File: src/rtl/irrigation_timer_display.sv
// BCD countdown irrigation timer with a multiplexed 7-segment display.
// Optional build macro: IRRIGATION_TIMER_LEADING_ZERO_BLANK_EN (blanks leading zero digits).
module irrigation_timer_display #(
    parameter int DIGITS   = 4,
    parameter int TICK_DIV = 50000000,
    parameter int SCAN_DIV = 32051
) (
    input  logic                  clock,
    input  logic                  rst,
    input  logic                  load,
    input  logic [4*DIGITS-1:0]   preset,
    input  logic                  start,
    input  logic                  pause,
    input  logic                  error,
    output logic [4*DIGITS-1:0]   bcd_out,
    output logic                  running,
    output logic                  done,
    output logic                  err_flag,
    output logic [6:0]            seg,
    output logic [DIGITS-1:0]     digit_en
);

    localparam int IDX_W  = $clog2(DIGITS);
    localparam int TICK_W = $clog2(TICK_DIV);
    localparam int SCAN_W = $clog2(SCAN_DIV);

    typedef enum logic [1:0] {
        ST_IDLE,
        ST_RUN,
        ST_DONE,
        ST_ERR
    } state_t;

    state_t                state_q, state_d;
    logic [4*DIGITS-1:0]   value_q, value_d;
    logic [TICK_W-1:0]     tick_cnt_q, tick_cnt_d;
    logic [SCAN_W-1:0]     scan_cnt_q, scan_cnt_d;
    logic [IDX_W-1:0]      idx_q, idx_d;
    logic [6:0]            seg_q, seg_d;
    logic [DIGITS-1:0]     digit_en_q, digit_en_d;
    logic                  tick;
    logic [4*DIGITS-1:0]   dec_value;
    logic [3:0]            shown_digit;

    function automatic logic [4*DIGITS-1:0] saturate(input logic [4*DIGITS-1:0] v);
        logic [4*DIGITS-1:0] r;
        r = v;
        for (int i = 0; i < DIGITS; i++) begin
            if (v[4*i +: 4] > 4'd9) r[4*i +: 4] = 4'd9;
        end
        return r;
    endfunction

    // Borrow ripples upward: a zero digit wraps to 9 and keeps borrowing.
    function automatic logic [4*DIGITS-1:0] bcd_dec(input logic [4*DIGITS-1:0] v);
        logic [4*DIGITS-1:0] r;
        logic                borrow;
        r      = v;
        borrow = 1'b1;
        for (int i = 0; i < DIGITS; i++) begin
            if (borrow) begin
                if (v[4*i +: 4] == 4'd0) begin
                    r[4*i +: 4] = 4'd9;
                end else begin
                    r[4*i +: 4] = v[4*i +: 4] - 4'd1;
                    borrow      = 1'b0;
                end
            end
        end
        return r;
    endfunction

    function automatic logic [6:0] seg_decode(input logic [3:0] d);
        case (d)
            4'd0:    return 7'b0111111;
            4'd1:    return 7'b0000110;
            4'd2:    return 7'b1011011;
            4'd3:    return 7'b1001111;
            4'd4:    return 7'b1100110;
            4'd5:    return 7'b1101101;
            4'd6:    return 7'b1111101;
            4'd7:    return 7'b0000111;
            4'd8:    return 7'b1111111;
            4'd9:    return 7'b1101111;
            default: return 7'b0000000;
        endcase
    endfunction

    assign running  = (state_q == ST_RUN) && !pause;
    assign done     = (state_q == ST_DONE);
    assign err_flag = (state_q == ST_ERR);
    assign bcd_out  = value_q;
    assign seg      = seg_q;
    assign digit_en = digit_en_q;

    assign tick      = running && (tick_cnt_q == TICK_W'(TICK_DIV - 1));
    assign dec_value = bcd_dec(value_q);

    always_comb begin
        state_d    = state_q;
        value_d    = value_q;
        tick_cnt_d = tick_cnt_q;
        if (error) begin
            state_d = ST_ERR;
        end else if (load) begin
            state_d    = ST_IDLE;
            value_d    = saturate(preset);
            tick_cnt_d = '0;
        end else if (state_q == ST_ERR) begin
            state_d = ST_ERR;
        end else if (start && state_q == ST_IDLE) begin
            state_d    = (value_q != '0) ? ST_RUN : ST_DONE;
            tick_cnt_d = '0;
        end else if (running) begin
            if (tick) begin
                value_d    = dec_value;
                tick_cnt_d = '0;
                if (dec_value == '0) state_d = ST_DONE;
            end else begin
                tick_cnt_d = tick_cnt_q + 1'b1;
            end
        end
    end

    // Display is decoded from next-state values so seg always matches the registered contents.
    always_comb begin
        scan_cnt_d = scan_cnt_q + 1'b1;
        idx_d      = idx_q;
        if (scan_cnt_q == SCAN_W'(SCAN_DIV - 1)) begin
            scan_cnt_d = '0;
            idx_d      = (idx_q == IDX_W'(DIGITS - 1)) ? '0 : idx_q + 1'b1;
        end
        shown_digit = value_d[{idx_d, 2'b00} +: 4];
        digit_en_d  = ~(DIGITS'(1) << idx_d);
        if (state_d == ST_ERR) begin
            seg_d = 7'b1000000;
        end else begin
            seg_d = seg_decode(shown_digit);
`ifdef IRRIGATION_TIMER_LEADING_ZERO_BLANK_EN
            begin
                logic blank;
                blank = (idx_d != '0);
                for (int i = 0; i < DIGITS; i++) begin
                    if (i >= int'(idx_d) && value_d[4*i +: 4] != 4'd0) blank = 1'b0;
                end
                if (blank) seg_d = 7'b0000000;
            end
`endif
        end
    end

    always_ff @(posedge clock) begin
        if (rst) begin
            state_q    <= ST_IDLE;
            value_q    <= '0;
            tick_cnt_q <= '0;
            scan_cnt_q <= '0;
            idx_q      <= '0;
            seg_q      <= 7'b0111111;
            digit_en_q <= ~DIGITS'(1);
        end else begin
            state_q    <= state_d;
            value_q    <= value_d;
            tick_cnt_q <= tick_cnt_d;
            scan_cnt_q <= scan_cnt_d;
            idx_q      <= idx_d;
            seg_q      <= seg_d;
            digit_en_q <= digit_en_d;
        end
    end

endmodule

File: config.mk
export PLATFORM = sky130hd
export DESIGN_NAME = irrigation_timer_display
export DESIGN_NICKNAME = d
export VERILOG_FILES = /design/src/rtl/irrigation_timer_display.sv
export SDC_FILE = /design/constraint.sdc
export NUM_CORES = 1
export LEC_CHECK = 0
export CORE_MARGIN = 2
export CORE_UTILIZATION = 56
export DETAILED_ROUTE_END_ITERATION = 8
export PLACE_DENSITY_LB_ADDON = 0.12
export SLEW_MARGIN = 20
export SYNTH_ARGS = -nofsm -noshare
export SYNTH_HDL_FRONTEND = slang
export SYNTH_SLANG_ARGS = --single-unit
File: constraint.sdc
create_clock -name clock -period 3.7 [get_ports clock]
set_input_delay 0.555 -clock clock [delete_from_list [all_inputs] [get_ports clock]]
set_output_delay 0.555 -clock clock [all_outputs]
set_load 0.02 [all_outputs]
---- Yosys cells after proc, flatten, opt, wreduce, memory -nomap -nowiden ----
Memory sizes are Yosys's and may differ from the RTL's.
Cells that the tools add are included.
storage, ports and cells
  RAM bits ................................ 0
  register bits after elaboration ......... 72
  word-level logic and storage cells ...... 83
  memories kept ........................... 1
  input bits .............................. 22
  latch bits .............................. 0
  bits in read-only memories .............. 112
memories
  memory            words  width  read ports  clocked after Yosys merged registers in  write ports  line  text
  (name not given)  16     7      1           0                                        0            74    case (d)
operators by class
  reductions and logical operators ........ 14
  shift-type cells ........................ 2
  divide/modulo/power cells ............... 0
  order comparisons ....................... 4
  equality and inequality tests ........... 8
  multiply operators ...................... 0
  mux-type cells .......................... 38
  $add $sub $neg .......................... 7
  bitwise operators ....................... 2
operators with widths
  kind                                                  number
  2-to-1 mux 26 bit                                     5
  2-to-1 mux 16 bit                                     6
  2-to-1 mux 4 bit                                      11
  adder 26 x 1 -> 26 bit (second input constant)        1
  equality test 26 bit (second input constant)          1
  2-to-1 mux 2 bit                                      10
  > comparator 4 bit (second input constant)            4
  zero test 16 bit                                      1
  zero test 4 bit                                       4
  nonzero test 16 bit                                   1
  variable part select 16 x 5 -> 4 bit                  1
  subtractor 4 x 1 -> 4 bit (second input constant)     4
  adder 15 x 1 -> 15 bit (second input constant)        1
  equality test 15 bit (second input constant)          1
  equality test 2 bit (second input constant)           4
  2-to-1 mux 7 bit                                      1
  2-to-1 mux 1 bit                                      5
  inverter 4 bit                                        1
  << shifter 1 x 2 -> 4 bit (first input constant)      1
  logical AND 1 bit                                     3
  AND reduction 3 bit                                   1
  nonzero test 3 bit                                    1
  adder 2 x 1 -> 2 bit (second input constant)          1
  equality test 2 x 1 -> 1 bit (second input constant)  1
  other kinds (5)                                       5

---- Depth between registers and ports, before layout ----
Gate-level depths: netlist of the first run.
  word-level depth ........................ 15
  gate-level depth with buffers ........... 14
  mapped depth without buffers ............ 13

---- Worst setup path before layout of the first run ----
Ideal clock, no wire load.
  path type ............................... in2reg
  start ................................... input pause
  end ..................................... register seg_q[3], in the netlist seg[3]
  arrival time ............................ 3374 ps
  buffers on the path ..................... 1
  stages .................................. 13
  setup slack ............................. 239 ps
  library setup time ...................... 87 ps
  cells stage by stage .................... nor3b_2 nand4_1 clkbuf_1 nor4_1 mux2i_1 nor2_1 a221oi_1 mux2i_1 mux2_2 ha_1 nor3_1 nor3_1 o31ai_1
on the way
  longest elaborated chain between the ends .. 12
RTL lines
  item                                  line  text
  start, declared                       13    input logic pause,
  zero test 1 bit (*)                   89    assign running = (state_q == ST_RUN) && !pause;
  logical AND 1 bit (*)                 89
  logical AND 1 bit                     96    assign tick = running && (tick_cnt_q == TICK_W'(TICK_DIV - 1));
  2-to-1 mux 16 bit                     115   if (tick) begin
  2-to-1 mux 16 bit                     114   end else if (running) begin
  2-to-1 mux 16 bit                     111   end else if (start && state_q == ST_IDLE) begin
  2-to-1 mux 16 bit                     109   end else if (state_q == ST_ERR) begin
  2-to-1 mux 16 bit                     105   end else if (load) begin
  2-to-1 mux 16 bit                     103   if (error) begin
  variable part select 16 x 5 -> 4 bit  133   shown_digit = value_d[{idx_d, 2'b00} +: 4];
  memory read (16 x 7 bit)              -
  2-to-1 mux 7 bit (*)                  135   if (state_d == ST_ERR) begin
  end signal, assigned                  167   seg_q <= seg_d;
  end, declared                         39    logic [6:0] seg_q, seg_d;
Every way passes the cells marked *; elsewhere a longest branch is shown, timed or not.
A chain may end at the register's enable or synchronous reset.

---- Worst setup path after layout of the first run ----
  start ................................... register value_q[2], in the netlist bcd_out[2]
  end ..................................... register seg_q[3], in the netlist seg[3]
on the way
  longest elaborated chain between the ends .. 15
RTL lines
  item                                                                        line  text
  start, declared                                                             35    logic [4*DIGITS-1:0] value_q, value_d;
  start signal, assigned                                                      163   value_q <= value_d;
  parallel branches: the longest is 14 deep, another holds 2-to-1 mux 16 bit  -
  2-to-1 mux 7 bit (*)                                                        135
Mark *: on every way between the ends.

==> results by group, run 1 <==
Finish
  • Design area: about 5100 sq um
  • # diodes: 0
  • Ratio of cells with drive above 1 in the final layout: 0.121
  • Layout Nets: ~600
  • Area Overhead vs Synth: 22.9%
  • Layout Cells excl Fill: slightly below 700

Clock tree
  • Clock sinks: a little over 70
  • CTS Buffer Depth: 2
  • Clock Latency Late Sink: about 0.35 ns
  • Reg clk slew, reported paths: ~0.09 ns
  • H-tree lvl count: 3
  • CTS Buf Count: 9
  • CTS root buffer: clkbuf_8
  • CTS tree: done
  • Setup bufs post-CTS: 0

GRT
  • All-Layer GR Usage: 0.290
  • Antenna violations before repair: 0
  • Largest net degree at the start of global routing: 28
  • Busiest grt layer: met2
  • Vias in the first global route: between 3k and 4k
  • Global routing usage on met3: 0.0427
  • First-pass GRT wire length: approximately 19000 um
  • GRT met2 Usage: 0.491
  • Met1 Use GR: 0.385
  • Total global routing overflow: 0

Die
  • Die Ht: 89.8 um
  • Initial cell density of the core: 0.575
  • Die Wd: ~90 um
  • Row cnt: 31
  • I/O pin count: 52
  • Core Region: 7180 sq um
  • DIE AREA: between 8000 and 9000 sq um

Setup path
  • Worst setup SP type: flip-flop
  • Critical-path cell list: or4_4 -> or4_4 -> nor4_2 -> mux2i_1 -> nor2_1 -> a221oi_1 -> mux2i_1 -> mux2_2 -> ha_1 -> nor3_1 -> nor3_1 -> o31ai_1
  • CP max FO: 7
  • Slowest CP cell: or4_4
  • Crit path DAT: about 3.7 ns
  • CP delay by family, top: simple AND/OR/NAND/NOR gates
  • WP buf/inv: 0
  • CP required: 3.94 ns
  • R2R cell count: 12
  • R2R Setup Slk: roughly 0.22 ns
  • Stages on worst setup path: 12
  • Kind of critical path: reg2reg
  • CP peak stage delay: 0.55 ns
  • Critical Path End Type: flip-flop

STA
  • Final hold violations: 0
  • Least-Margin Pin Slew: around 0.6 ns
  • Final worst setup slack: about 0.22 ns
  • Final min period: about 3.5 ns
  • Max Clock Skew: 0.0178 ns
  • Unrepaired setup endpoints after global routing: no
  • Slew margin rel.: 0.606
  • # setup viols final: 0
  • Post-Route Setup TNS: 0 ns
  • Fin crit share: 0.941
  • Max Clock Freq: 0.287 GHz
  • Max-slew violations: 0

Yosys
  • Synth top cells by count: nor2_1 (91), dfxtp_1 (72), nand2_1 (36)
  • Synthesized Nets: about 530
  • Most frequent cell after synthesis: nor2_1
  • Top FF cell, synth: dfxtp_1
  • Yosys warns: 0
  • Syn Area/Cell: 8.18 sq um
  • Syn Inst Count: around 500
  • Top cells by area, synth: dfxtp_1 (35%), nor2_1 (8.3%), xor2_1 (4.0%)
  • Share of flip-flops with an asynchronous set or reset: 0
  • Yosys cell types: 78
  • Number of synthesized flops with an enable pin: 0
  • Yosys top cell area share: 0.350
  • Post-synth top area cell: dfxtp_1
  • Sequential area share after synthesis: 0.350
  • Synthesis-stage register bit count: ~70
  • Post-Syn Area: roughly 4100 sq um

Min path
  • Worst Hold Depth: 1
  • HP Class: reg2reg

Drt
  • Avg WL per Cell: approximately 17 um
  • Total number of vias: just over 4k
  • DRT Pass-1 Iters: 5
  • Vias per inst: 6.07
  • Drc violations: 0
  • DRT antenna net count: 0
  • Final WL: 11400 um
  • 1st-iter DRT viols: approximately 340

Power
  • PwrDens: 362 nW/um^2
  • Total power draw: roughly 0.0018 W
  • Pleak: approximately 1.9 nW
  • Peak VDD IR: around 0.27 mV

Job
  • Number of max-cap violations: 0

Place
  • Pre-CTS setup slack: around 0.097 ns
  • Placed Cells: 660
  • Detail Placement HPWL: approximately 8500 um
  • IO Port Bufs: 51
  • Post-Place Cell Area: ~4800 sq um
  • Final GP Congestion: 0.962

Status
  • Outcome: finished, final reports clean
[sequential cells by signal, summed over array words and instances, names as in the netlist]
| register | cells |
|---|---|
| idx_q | 2 |
| tick_cnt_q | 26 |
| seg | 7 |
| digit_en | 4 |
| state_q | 2 |
| bcd_out | 16 |
| scan_cnt_q | 15 |
[worst paths after layout]
path | end | from
max | seg[3]$_SDFF_PP1_ | bcd_out[2]$_SDFF_PP0_
min | scan_cnt_q[0]$_SDFF_PP0_ | scan_cnt_q[0]$_SDFF_PP0_
max reg2reg | seg[3]$_SDFF_PP1_ | bcd_out[2]$_SDFF_PP0_
min reg2reg | scan_cnt_q[0]$_SDFF_PP0_ | scan_cnt_q[0]$_SDFF_PP0_
[routing by layer]
| layer | part of all wire | wire (um) | vias to the layer above |
|---|---|---|---|
| li1 | - | - | 1991 |
| met1 | 0.45 | 5110 | 1961 |
| met2 | 0.48 | 5420 | 134 |
| met3 | 0.057 | 648 | 18 |
| met4 | 0.016 | 180 | 0 |
| met5 | 0 | 0 | - |
[power breakdown]
group	total [W]	internal (W)	leakage (nW)	switching (W)
Combinational	0.000308	0.000135	1.16	0.000173
Sequential	0.000822	0.000797	0.586	0.0000253
Clock	0.000706	0.000387	0.115	0.000319
Total	0.00184	0.00132	1.86	0.000518
[cell families after synthesis]
| group | count (synthesis) | synth area share |
|---|---|---|
| and+or+nand+nor | 254 | 0.326 |
| AOI/OAI and AO/OA | 95 | 0.170 |
| DFF | 72 | 0.350 |
| buffers and inverters | 36 | 0.0440 |
| xor gates and xnor gates | 29 | 0.0616 |
| muxes | 10 | 0.0252 |
| adders and majority gates | 8 | 0.0243 |
[placed cells by master (no fill, tap or decap), types with 11 or more instances in the layout]
| cell | n |
|---|---|
| buf_4 | 26 |
| nor3_1 | 20 |
| a21oi_1 | 21 |
| inv_1 | 16 |
| dfxtp_1 | 72 |
| nand4_1 | 20 |
| nand2_1 | 36 |
| or3_1 | 11 |
| clkdlybuf4s50_1 | 51 |
| xor2_1 | 19 |
| o21ai_0 | 15 |
| nand3_1 | 16 |
| nor2_1 | 91 |
[metrics by stage]
| step | hold slack [ns] | util |
|---|---|---|
| floorplan | 0.437 | - |
| global placement | 0.456 | 0.673 |
| detailed placement | 0.468 | 0.673 |
| CTS | 0.482 | 0.704 |
| global route | 0.522 | 0.706 |
| finish | 0.482 | 0.706 |
[layout make-up]
class	count	area, sq um
well taps	99	124
multi-input cells	396	2510
repair buffers	77	706
clock buffers	9	124
clock inverters	7	100
fillers	589	2110
inverters	16	60.1
flip-flops and latches	72	1440
[worst register-to-register path, cell delays in order, from the launching register on]
cell	delay (ns)
dfxtp_1	0.39
or4_4	0.55
or4_4	0.47
nor4_2	0.19
mux2i_1	0.22
nor2_1	0.05
a221oi_1	0.28
mux2i_1	0.19
mux2_2	0.33
ha_1	0.22
nor3_1	0.21
nor3_1	0.07
o31ai_1	0.21
[repair_timing]
action	CTS	global route
hold buffers	0	0
endpoints found under the setup margin	0	1
gates resized for setup	0	2
Note: power is estimated with default switching activity, not from simulation.
==> run 2, diff against run 1 <==
CORE_MARGIN = default   (was 2)
==> run 2 against run 1 <==
Compared with the run above: core utilization is 2.3 points higher; hold slack better by 0.0040 ns; clock power is 17% lower; cell area hardly changed; setup slack better by 0.019 ns; critical path type unchanged; die area is 4.4% lower; flip-flop and latch count stayed put.
==> results by group, run 2 (synthesis gave the netlist of run 1 again) <==
GRT
  • All-Layer GR Usage: 0.315
  • Largest net degree at the start of global routing: 28
  • First-pass GRT wire length: roughly 18000 um
  • Antenna violations before repair: 0
  • Vias in the first global route: around 3.8k
  • Total global routing overflow: 0

Drt
  • DRT antenna net count: 0
  • Vias per inst: around 6.1
  • Avg WL per Cell: ~17 um
  • DRT Pass-1 Iters: 5
  • Final WL: around 12000 um
  • Total number of vias: between 4k and 5k
  • Drc violations: 0
  • 1st-iter DRT viols: 260

Finish
  • # diodes: 0
  • Commonest non-fill, non-tap cell in the layout: nor2_1
  • Ratio of cells with drive above 1 in the final layout: 0.126
  • Area Overhead vs Synth: 22.8%
  • Fill count: 546
  • Commonest non-fill, non-tap cells in the layout: nor2_1 (91), dfxtp_1 (72), clkdlybuf4s50_1 (51)
  • Number of flip-flops in the largest register: 26
  • Biggest register: tick_cnt_q
  • Layout Nets: between 600 and 700
  • Design area: just over 5000 sq um

STA
  • Max Clock Freq: 0.289 GHz
  • Hold WS: 0.486 ns
  • Post-Route Setup TNS: 0 ns
  • # setup viols final: 0
  • Max Clock Skew: roughly 0.0044 ns
  • Least-Margin Pin Slew: about 0.69 ns
  • Fin crit share: 0.936
  • Final min period: ~3.5 ns
  • Max-slew violations: 0
  • Slew margin rel.: 0.539
  • Final hold violations: 0

Clock tree
  • Hold buffers post-CTS: 0
  • CTS root buffer: clkbuf_8
  • CTS Buffer Depth: 2
  • Reg clk slew, reported paths: 0.08 ns
  • H-tree lvl count: 3
  • Clock Latency Late Sink: 0.36 ns
  • CTS Buf Count: 9
  • Clock sinks: 72
  • Setup bufs post-CTS: 0
  • CTS tree: done

Setup path
  • CP peak stage delay: approximately 0.59 ns
  • Reg-to-reg startpoint: bcd_out[1]$_SDFF_PP0_
  • Critical-path cell list: or4_4 -> or4_4 -> nor4_2 -> mux2i_1 -> nor2_1 -> a221oi_1 -> mux2i_1 -> mux2i_1 -> ha_1 -> a21boi_1 -> nor3_1 -> o31ai_1
  • Crit path DAT: between 3 and 4 ns
  • CP max FO: 9
  • Stages on worst setup path: 12
  • WP buf/inv: 0
  • R2R Setup Slk: ~0.24 ns
  • Kind of critical path: reg2reg
  • Worst R2R End: seg[3]$_SDFF_PP1_
  • Crit path from: bcd_out[1]$_SDFF_PP0_
  • Setup crit end: seg[3]$_SDFF_PP1_
  • Slowest CP cell: or4_4
  • R2R cell count: 12
  • Most frequent CP cell: mux2i_1
  • CP delay by family, top: simple AND/OR/NAND/NOR gates
  • Worst setup SP type: flip-flop
  • CP required: 3.93 ns
  • Critical Path End Type: flip-flop

Die
  • DIE AREA: between 7000 and 8000 sq um
  • Initial cell density of the core: 0.594
  • Die Ht: between 80 and 90 um
  • Row cnt: 30
  • Core Region: between 6000 and 7000 sq um
  • I/O pin count: 52
  • Die Wd: 87.8 um

Min path
  • HP Class: reg2reg
  • Worst Min Path Start: scan_cnt_q[0]$_SDFF_PP0_

Place
  • IO Port Bufs: between 50 and 60
  • Post-Place Cell Area: roughly 5000 sq um
  • Final GP Congestion: 0.990
  • Detail Placement HPWL: 8540 um

Power
  • Pleak: roughly 1.9 nW
  • PwrDens: 339 nW/um^2
  • Peak VDD IR: between 0.2 and 0.25 mV

Job
  • Number of max-cap violations: 0

Status
  • Outcome: finished, final reports clean
[run 2: where the power goes]
part | switching, W | leakage (nW) | internal [W] | total [W]
sequential | 0.0000268 | 0.586 | 0.000796 | 0.000823
clock | 0.000319 | 0.0907 | 0.000268 | 0.000587
combinational | 0.000172 | 1.19 | 0.000136 | 0.000308
total | 0.000517 | 1.86 | 0.00120 | 0.00172
[run 2: worst min path at each step]
| stage | slack, ns | end | cells after the start |
|---|---|---|---|
| floorplan | 0.44 | scan_cnt_q[0]$_SDFF_PP0_ | 1 |
| global placement | 0.45 | scan_cnt_q[0]$_SDFF_PP0_ | 1 |
| detailed placement | 0.47 | scan_cnt_q[0]$_SDFF_PP0_ | 1 |
| CTS | 0.49 | scan_cnt_q[0]$_SDFF_PP0_ | 1 |
| global route | 0.52 | scan_cnt_q[0]$_SDFF_PP0_ | 1 |
| finish | 0.49 | scan_cnt_q[0]$_SDFF_PP0_ | 1 |
[run 2: final cells by class]
class / instances / area, sq um / share of cell area
Clock buffer: 11 / 141 / 0.0279
Inverter: 16 / 60.1 / 0.0119
Sequential cell: 72 / 1440 / 0.285
Multi-Input combinational cell: 396 / 2510 / 0.496
Tap cell: 96 / 120 / 0.0237
Clock inverter: 5 / 38.8 / 0.00766
Timing Repair Buffer: 81 / 748 / 0.148
[run 2: through the flow]
stage	total power (W)	utilization	setup slack, ns	instances
after floorplan	0.00101	-	0.239	504
after global placement	0.00114	0.701	0.150	661
after detailed placement	0.00114	0.701	0.0571	661
after CTS	0.00172	0.727	0.130	677
after global routing	0.00178	0.729	-0.0277	677
final	0.00172	0.729	0.236	677
[run 2: worst reg2reg max path, stage by stage (launching register included)]
cell and delay, ns:
dfxtp_1 0.40, or4_4 0.59, or4_4 0.47, nor4_2 0.22, mux2i_1 0.22, nor2_1 0.05
a221oi_1 0.29, mux2i_1 0.15, mux2i_1 0.23, ha_1 0.27, a21boi_1 0.14, nor3_1 0.22
o31ai_1 0.09
[run 2: routing by layer]
| layer | vias to the layer above | part of all wire | track usage |
|---|---|---|---|
| met3 | 28 | 0.069 | 0.0735 |
| li1 | 1987 | - | - |
| met1 | 1948 | 0.45 | 0.407 |
| met5 | - | 0 | 0 |
| met4 | 0 | 0.025 | 0.137 |
| met2 | 154 | 0.46 | 0.502 |
[run 2: what timing repair did]
item | 4_1_cts | 5_1_grt
setup endpoints to repair | 0 | 5
gates resized for setup | 0 | 2
endpoints found under the hold margin | 0 | 0
